`src/rtl/dm_pkg.sv`:
```
// Shared encodings, FSM state type and access-size helpers for the data-memory access controller.
package dm_pkg;

  localparam int WORD_BYTES = 4;

  localparam logic [2:0] DM_WORD   = 3'b000;
  localparam logic [2:0] DM_HALF   = 3'b001;
  localparam logic [2:0] DM_HALF_U = 3'b010;
  localparam logic [2:0] DM_BYTE   = 3'b011;
  localparam logic [2:0] DM_BYTE_U = 3'b100;

  typedef enum logic [1:0] {
    IDLE  = 2'd0,
    LOAD  = 2'd1,
    MERGE = 2'd2
  } state_t;

  // Encodings 101-111 fall through to a full-word access.
  function automatic logic is_half(input logic [2:0] t);
    return (t == DM_HALF) || (t == DM_HALF_U);
  endfunction

  function automatic logic is_byte(input logic [2:0] t);
    return (t == DM_BYTE) || (t == DM_BYTE_U);
  endfunction

  function automatic logic is_word(input logic [2:0] t);
    return !(is_half(t) || is_byte(t));
  endfunction

endpackage

```
`src/rtl/dm_lane_fmt.sv`:
```
// Combinational lane handling: extract and extend load data, and merge sub-word store data into a word.
module dm_lane_fmt
  import dm_pkg::*;
(
  input  logic [2:0]  dmtype,
  input  logic [1:0]  offset,
  input  logic [31:0] word,
  input  logic [31:0] wdata,
  output logic [31:0] load_data,
  output logic [31:0] merge_data
);

  logic [7:0]  byte_sel;
  logic [15:0] half_sel;

  always_comb begin
    // NOTE: every output gets a default before the case so no latch is inferred.
    byte_sel   = word[{offset, 3'b000} +: 8];
    half_sel   = offset[1] ? word[31:16] : word[15:0];
    load_data  = word;
    merge_data = wdata;

    case (dmtype)
      DM_HALF:   load_data = {{16{half_sel[15]}}, half_sel};
      DM_HALF_U: load_data = {16'h0000, half_sel};
      DM_BYTE:   load_data = {{24{byte_sel[7]}}, byte_sel};
      DM_BYTE_U: load_data = {24'h000000, byte_sel};
      default:   load_data = word;
    endcase

    if (is_half(dmtype)) begin
      merge_data = word;
      if (offset[1]) merge_data[31:16] = wdata[15:0];
      else           merge_data[15:0]  = wdata[15:0];
    end else if (is_byte(dmtype)) begin
      merge_data = word;
      merge_data[{offset, 3'b000} +: 8] = wdata[7:0];
    end
  end

endmodule

```
`src/rtl/dm_access_ctrl.sv`:
```
// MEM-stage data-memory sequencer: word stores in one cycle, loads and sub-word stores (read-modify-write) in two.
// Optional misalignment trapping is enabled with the DM_MISALIGN_CHK_EN macro.
module dm_access_ctrl
  import dm_pkg::*;
#(
  parameter int ADDR_W = 10
) (
  input  logic              clk,
  input  logic              rst,
  input  logic              req,
  input  logic              we,
  input  logic [2:0]        dmtype,
  input  logic [31:0]       addr,
  input  logic [31:0]       wdata,
  output logic [31:0]       rdata,
  output logic              done,
  output logic              stall,
  output logic              misalign,
  output logic              ram_en,
  output logic              ram_we,
  output logic [ADDR_W-1:0] ram_addr,
  output logic [31:0]       ram_wdata,
  input  logic [31:0]       ram_rdata
);

  state_t            state, next_state;
  logic [ADDR_W+1:0] addr_q;
  logic [2:0]        dmtype_q;
  logic [31:0]       wdata_q;
  logic              we_q;
  logic              issue;
  logic              misaligned;
  logic [31:0]       load_data;
  logic [31:0]       merge_data;
  logic              unused_addr_hi;

  assign unused_addr_hi = ^addr[31:ADDR_W+2];

`ifdef DM_MISALIGN_CHK_EN
  assign misaligned = is_word(dmtype) ? (addr[1:0] != 2'b00)
                    : is_half(dmtype) ? addr[0]
                    : 1'b0;
`else
  assign misaligned = 1'b0;
`endif

  // Gating with rst keeps every output at 0 while reset is held, not just after the edge.
  assign issue = ~rst & req & (state == IDLE);

  dm_lane_fmt u_lane_fmt (
    .dmtype     (dmtype_q),
    .offset     (addr_q[1:0]),
    .word       (ram_rdata),
    .wdata      (wdata_q),
    .load_data  (load_data),
    .merge_data (merge_data)
  );

  always_comb begin
    next_state = state;
    rdata      = '0;
    done       = 1'b0;
    stall      = 1'b0;
    misalign   = 1'b0;
    ram_en     = 1'b0;
    ram_we     = 1'b0;
    ram_addr   = '0;
    ram_wdata  = '0;

    case (state)
      IDLE: begin
        if (issue) begin
          if (misaligned) begin
            done     = 1'b1;
            misalign = 1'b1;
          end else if (we && is_word(dmtype)) begin
            ram_en    = 1'b1;
            ram_we    = 1'b1;
            ram_addr  = addr[ADDR_W+1:2];
            ram_wdata = wdata;
            done      = 1'b1;
          end else begin
            ram_en     = 1'b1;
            ram_addr   = addr[ADDR_W+1:2];
            stall      = 1'b1;
            next_state = we ? MERGE : LOAD;
          end
        end
      end
      LOAD: begin
        done       = 1'b1;
        rdata      = we_q ? 32'h0 : load_data;
        next_state = IDLE;
      end
      MERGE: begin
        ram_en     = 1'b1;
        ram_we     = 1'b1;
        ram_addr   = addr_q[ADDR_W+1:2];
        ram_wdata  = merge_data;
        done       = 1'b1;
        next_state = IDLE;
      end
      default: next_state = IDLE;
    endcase
  end

  // NOTE: sequential state uses non-blocking assignments so all registers update together at the edge.
  always_ff @(posedge clk or posedge rst) begin
    if (rst) begin
      state    <= IDLE;
      addr_q   <= '0;
      dmtype_q <= DM_WORD;
      wdata_q  <= '0;
      we_q     <= 1'b0;
    end else begin
      state <= next_state;
      if (issue) begin
        addr_q   <= addr[ADDR_W+1:0];
        dmtype_q <= dmtype;
        wdata_q  <= wdata;
        we_q     <= we;
      end
    end
  end

endmodule

```
`config.mk`:
```
export PLATFORM = sky130hd
export DESIGN_NAME = dm_access_ctrl
export DESIGN_NICKNAME = d
export VERILOG_FILES = /design/src/rtl/dm_pkg.sv /design/src/rtl/dm_lane_fmt.sv /design/src/rtl/dm_access_ctrl.sv
export SDC_FILE = /design/constraint.sdc
export NUM_CORES = 1
export LEC_CHECK = 0
export BUFFER_PORTS_ARGS = -buffer_cell sky130_fd_sc_hd__buf_4
export CAP_MARGIN = 40
export CORE_AREA = 8 8 109 111
export DETAILED_ROUTE_END_ITERATION = 8
export DIE_AREA = 0 0 117 119
export PLACE_DENSITY = 0.73
export SYNTH_ARGS = -nofsm -noshare
export SYNTH_HDL_FRONTEND = slang
export SYNTH_SLANG_ARGS = --single-unit
```
`constraint.sdc`:
```
create_clock -name clk -period 5 [get_ports clk]
set_clock_uncertainty 0.1 [all_clocks]
set_input_delay 1.5 -clock clk [delete_from_list [all_inputs] [get_ports clk]]
set_output_delay 1.5 -clock clk [all_outputs]
set_load 0.05 [all_outputs]
```
Yosys cells after proc, flatten, opt, wreduce, memory -nomap -nowiden
Cells that the tools add are included.

Flip-flop bits (word level): 50. Latch bits: 0. RAM bits: 0. Bits in read-only memories: 0. Input bits: 103. Logic and storage cells: 61. Memories kept: 0.

$add $sub $neg: 1. Multiply operators: 0. Divide/modulo/power cells: 0. $lt $le $gt $ge: 0. Equal/unequal tests: 12. Shifts and indexed selects: 3. Mux-type cells: 27. Bitwise gates (word level): 3. Reduce and logical (&&, ||, !) cells: 10.

Operator list (count): $mux 32 (6); $pmux 32 s4 (1); $pmux 32 s2 (1); $mux 16 (3); $bwmux 32 (1); $shift 8x7->32 const A (1); $shiftx 32x6->8 (1); $shiftx 8x7->32 (1); $pmux 10 s2 (1); $eq 3x2->1 const B (4); $mux 10 (1); $mux 2 (4); $neg 5->7 (1); $eq 3x1->1 const B (2); $eq 3x3->1 const B (2); $mux 1 (6); $pmux 1 s2 (3); $logic_or 1x1->1 (5); $ne 2x2->1 const B (2); $and 1x1->1 (2); $eq 2x1->1 const B (1); $eq 2x2->1 const B (1); $logic_not 2->1 (1); $reduce_and 2->1 (1); 4 further kinds (4).

Depth between registers and ports, before layout
Word-level depth: 8. Depth in mapped cells: 9. Gate-level depth less buffers: 6.

Cells and area by module
A second synthesis with hierarchy kept.

Cell total of the unflattened synthesis: 655. Area, all modules: 5469.0 sq um.

By module, submodules not included: dm_lane_fmt (instances 1, cells each 437, area each 2788.9 sq um, seq. area each 0.0 sq um); dm_access_ctrl (instances 1, cells each 218, area each 2680.1 sq um, seq. area each 1251.2 sq um).

Worst setup path before layout
No wires, ideal clock.

Kind: input to output. Start point: input port rst. End point: output port ram_addr[6]. Arrival time: 3.791 ns. Data required time: 3.400 ns. Setup slack: -0.391 ns. Cell stages on the path: 6. Path through: inv_1 and3_1 clkbuf_1 clkbuf_1 nand2_1 nand2_1.

Word-level cells in the longest chain between the ends: 5.

Ends and longest elaborated chain: from (decl) (line dm_access_ctrl.sv:9) `input logic rst,`; $not 1->1 (line dm_access_ctrl.sv:48) `assign issue = ~rst & req & (state == IDLE);`; $and 1x1->1 (2 in series) (line dm_access_ctrl.sv:48); $mux 10 (line dm_access_ctrl.sv:72) `if (issue) begin`; $pmux 10 s2 (line dm_access_ctrl.sv:70) `case (state)`; to (decl) (line dm_access_ctrl.sv:21) `output logic [ADDR_W-1:0] ram_addr,`.

Every way passes these cells.

Worst setup path after layout
Start point: input port ram_rdata[31]. End point: output port rdata[11].

Word-level cells in the longest chain between the ends: 4.

Ends and longest elaborated chain: from (decl) (line dm_access_ctrl.sv:23) `input logic [31:0] ram_rdata`; $shiftx 32x6->8 (line dm_lane_fmt.sv:18) `byte_sel = word[{offset, 3'b000} +: 8];`; $pmux 32 s4 (line dm_lane_fmt.sv:23) `case (dmtype)`; $mux 32 (line dm_access_ctrl.sv:92) `rdata = we_q ? 32'h0 : load_data;`; $mux 32 (line dm_access_ctrl.sv:70); to (decl) (line dm_access_ctrl.sv:15) `output logic [31:0] rdata,`.

Every way passes these cells.

==> results by group <==
Status
  • Outcome: complete, no violations

Floorplan
  • Die Area: 13920 um2
  • Die Width: approximately 120 um
  • Die Span Y: roughly 120 um
  • Core footprint: approximately 10000 um2
  • Initial Util: ~44%
  • I/O Pins: around 180
  • Std-Cell Rows: 37

Power
  • Net Sw Frac: between 50% and 60%
  • Leak: between 2 and 3 nW
  • Sw Pwr: 0.002372 W
  • Cell Pwr Density: 692.0 nW/um2
  • Logic pwr share: between 70% and 80%
  • Reg power frac: 19.5%
  • Clock network fraction of total power: under 10%
  • Worst vdd ir: roughly 360 uV
  • P_int: between 0.0015 and 0.002 W

Clock network
  • Hold_buf cts: 0
  • CTS sink count: 50
  • H-Tree Level Count: 2
  • Post-CTS setup buffer count: 0
  • Maximum clock insertion buffer count: 2
  • Resized cells post-CTS: 0
  • Clock Latency Late Sink: between 300 and 400 ps
  • Clock Pin Slew Worst Setup and Hold Paths: approximately 100 ps
  • Clock tree root driver cell: clkbuf_8
  • Num CTS Buffers: 5
  • CTS tree: built

Detailed routing
  • Pre-Repair DR Iteration Count: 5
  • Vias per cell: 5.891
  • Final ANT Viol Nets: 0
  • Total routed wirelength: ~18000 um
  • DRC: 0
  • Via count: 5208
  • WL per Instance: between 15 and 20 um
  • Initial detailed-routing violation count: between 500 and 600

STA
  • Maximum clock frequency: about 210 MHz
  • Final period utilization: roughly 94%
  • Tmin final: around 4700 ps
  • Max-slew violations: 0
  • Setup TNS: 0 ps
  • Final Setup Violations: 0
  • Final hold vios: 0
  • Final WS setup: 282.2 ps
  • RSZ-0062 raised after global routing: no
  • Slew HR: between 40% and 50%
  • Worst slew pin tran: around 900 ps

Synthesis
  • Unique cell type count in the Yosys netlist: 53
  • Cells after Synth: a little over 600
  • Seq cells post-synth: 50
  • Syn nets: 728
  • Main synth FF type: dfrtp_1
  • Ys Warns: 0
  • Async set-reset flop share out of synthesis: 100.0%
  • Number of synthesized flops with an enable pin: 0
  • Syn_area_per_cell: a little over 7 um2
  • Cell Area, Synth: approximately 4500 um2
  • Register area share after synthesis: ~28%

Final layout
  • Antenna cells: 0
  • Fraction of layout instances using a drive strength above 1: between 20 and 30%
  • Final nets: between 800 and 900
  • Area delta synth->final: 31.20%
  • Final instance area: 5862 um2

Flow run
  • Max-cap violations: 0

Worst setup path
  • Worst Setup End Kind: output pin
  • Critical Path RT: around 3400 ps
  • Setup crit start kind: input port
  • Max Fanout on Critical Path: 8
  • R2r setup slk: 2890 ps
  • Crit path kind: in2out
  • Crit path DAT: 3120 ps

Global route
  • Total global-route track usage: around 24%
  • Pin count of the biggest net entering global routing: 63
  • Grt ovf: 0
  • Global-route wire length before repair: ~27000 um
  • Initial antenna violation count: 0
  • Vias in the first global route: about 4.9k

Placement
  • Post-DP HPWL: approximately 13000 um
  • Placer Congestion: roughly 0.93
  • PortBufs: between 150 and 200
  • Dpl cell area: between 5000 and 6000 um2
  • Place WS: between 200 and 300 ps

Min path
  • Worst hold-check path type: reg2reg
-- layout by cell type, fill, tap and decap left out, types with 17 or more instances in the layout --
| master | count |
|---|---|
| nand2_1 | 183 |
| buf_4 | 173 |
| nor2_1 | 55 |
| o21ai_0 | 52 |
| dfrtp_1 | 49 |
| a221oi_1 | 29 |
| inv_1 | 25 |
| o221ai_1 | 25 |
| o211ai_1 | 17 |
-- power by group through the flow --
stage          sequential (W)  clock [W]  combinational (W)
2_1_floorplan        0.000712          0            0.00219
3_3_place_gp         0.000778          0            0.00290
3_5_place_dp         0.000791          0            0.00295
4_1_cts              0.000785   0.000298            0.00297
5_1_grt              0.000812   0.000314            0.00319
6_report             0.000793   0.000293            0.00297
-- cells in the mapped netlist (all sizes together), types with 9 or more instances --
| library cell | number | share of area (%) |
|---|---|---|
| mux2 | 11 | 2.8 |
| nand2 | 183 | 15 |
| buf | 17 | 2.5 |
| o221ai | 26 | 5.5 |
| nor2 | 56 | 4.7 |
| o211ai | 17 | 2.9 |
| o21ai | 55 | 6.2 |
| a21oi | 12 | 1.4 |
| a32o | 9 | 2.0 |
| clkbuf | 34 | 2.9 |
| a221oi | 29 | 5.7 |
| dfrtp | 50 | 28 |
| inv | 26 | 2.2 |
| ha | 9 | 2.5 |
| nor2b | 11 | 1.5 |
-- metrics by stage --
stage / utilization (%) / hold WS, ps / total power (W) / cells
3_3_place_gp: 56.73 / 357.7 / 0.003675 / 875
3_5_place_dp: 57.00 / 363.6 / 0.003742 / 876
5_1_grt: 58.08 / 408.5 / 0.004316 / 884
6_report: 58.08 / 385.2 / 0.004057 / 884
4_1_cts: 58.08 / 387.1 / 0.004051 / 884
2_1_floorplan: - / 346.1 / 0.002903 / 616
-- critical path: stages --
cell	delay (ps)
buf_4	150
mux4_2	500
a311o_1	490
o221a_1	280
buf_4	190
-- layer usage --
layer  share of wire, %  track usage, %  up-vias
li1                   -               -     2458
met1                 41           32.55     2424
met2                 46           38.05      291
met3                 11           4.952       35
met4                2.4           7.206        0
met5                  0               0        -
-- path summary, 6_finish.rpt --
kind | to | cells after the start | from
worst max-delay path | rdata[11] | 5 | ram_rdata[31]
worst min-delay path | addr_q[6] | 2 | addr_q[6]
worst max register to register | wdata_q[2] | 5 | state[0]
worst min register to register | addr_q[6] | 2 | addr_q[6]
max in group asynchronous | addr_q[1] | 3 | rst
min in group asynchronous | state[0] | 3 | rst
-- state kept, by name, indices dropped and copies added (netlist names) --
signal and cells:
addr_q 12, dmtype_q 3, state 2, wdata_q 32, we_q 1
-- layout make-up --
| class | instances | area [um2] |
|---|---|---|
| repair buffers | 175 | 1346 |
| clock inverters | 3 | 40.04 |
| fillers | 964 | 4230 |
| multi-input cells | 489 | 2883 |
| flip-flops and latches | 50 | 1252 |
| clock buffers | 5 | 68.82 |
| well taps | 136 | 170.2 |
| inverters | 26 | 101.3 |
-- logic make-up (layout without fill, tap and decap cells) --
group,after synthesis,in the layout,synth area share [%]
DFF,50,50,28.00
buffers and inverters,77,209,7.561
and+or+nand+nor,269,269,24.64
adders and majority gates,10,10,2.744
other,1,1,0.08393
xor gates and xnor gates,3,3,0.5882
muxes,18,18,4.621
AOI/OAI and AO/OA,188,188,31.76
Power figures use the tool's default switching activity.
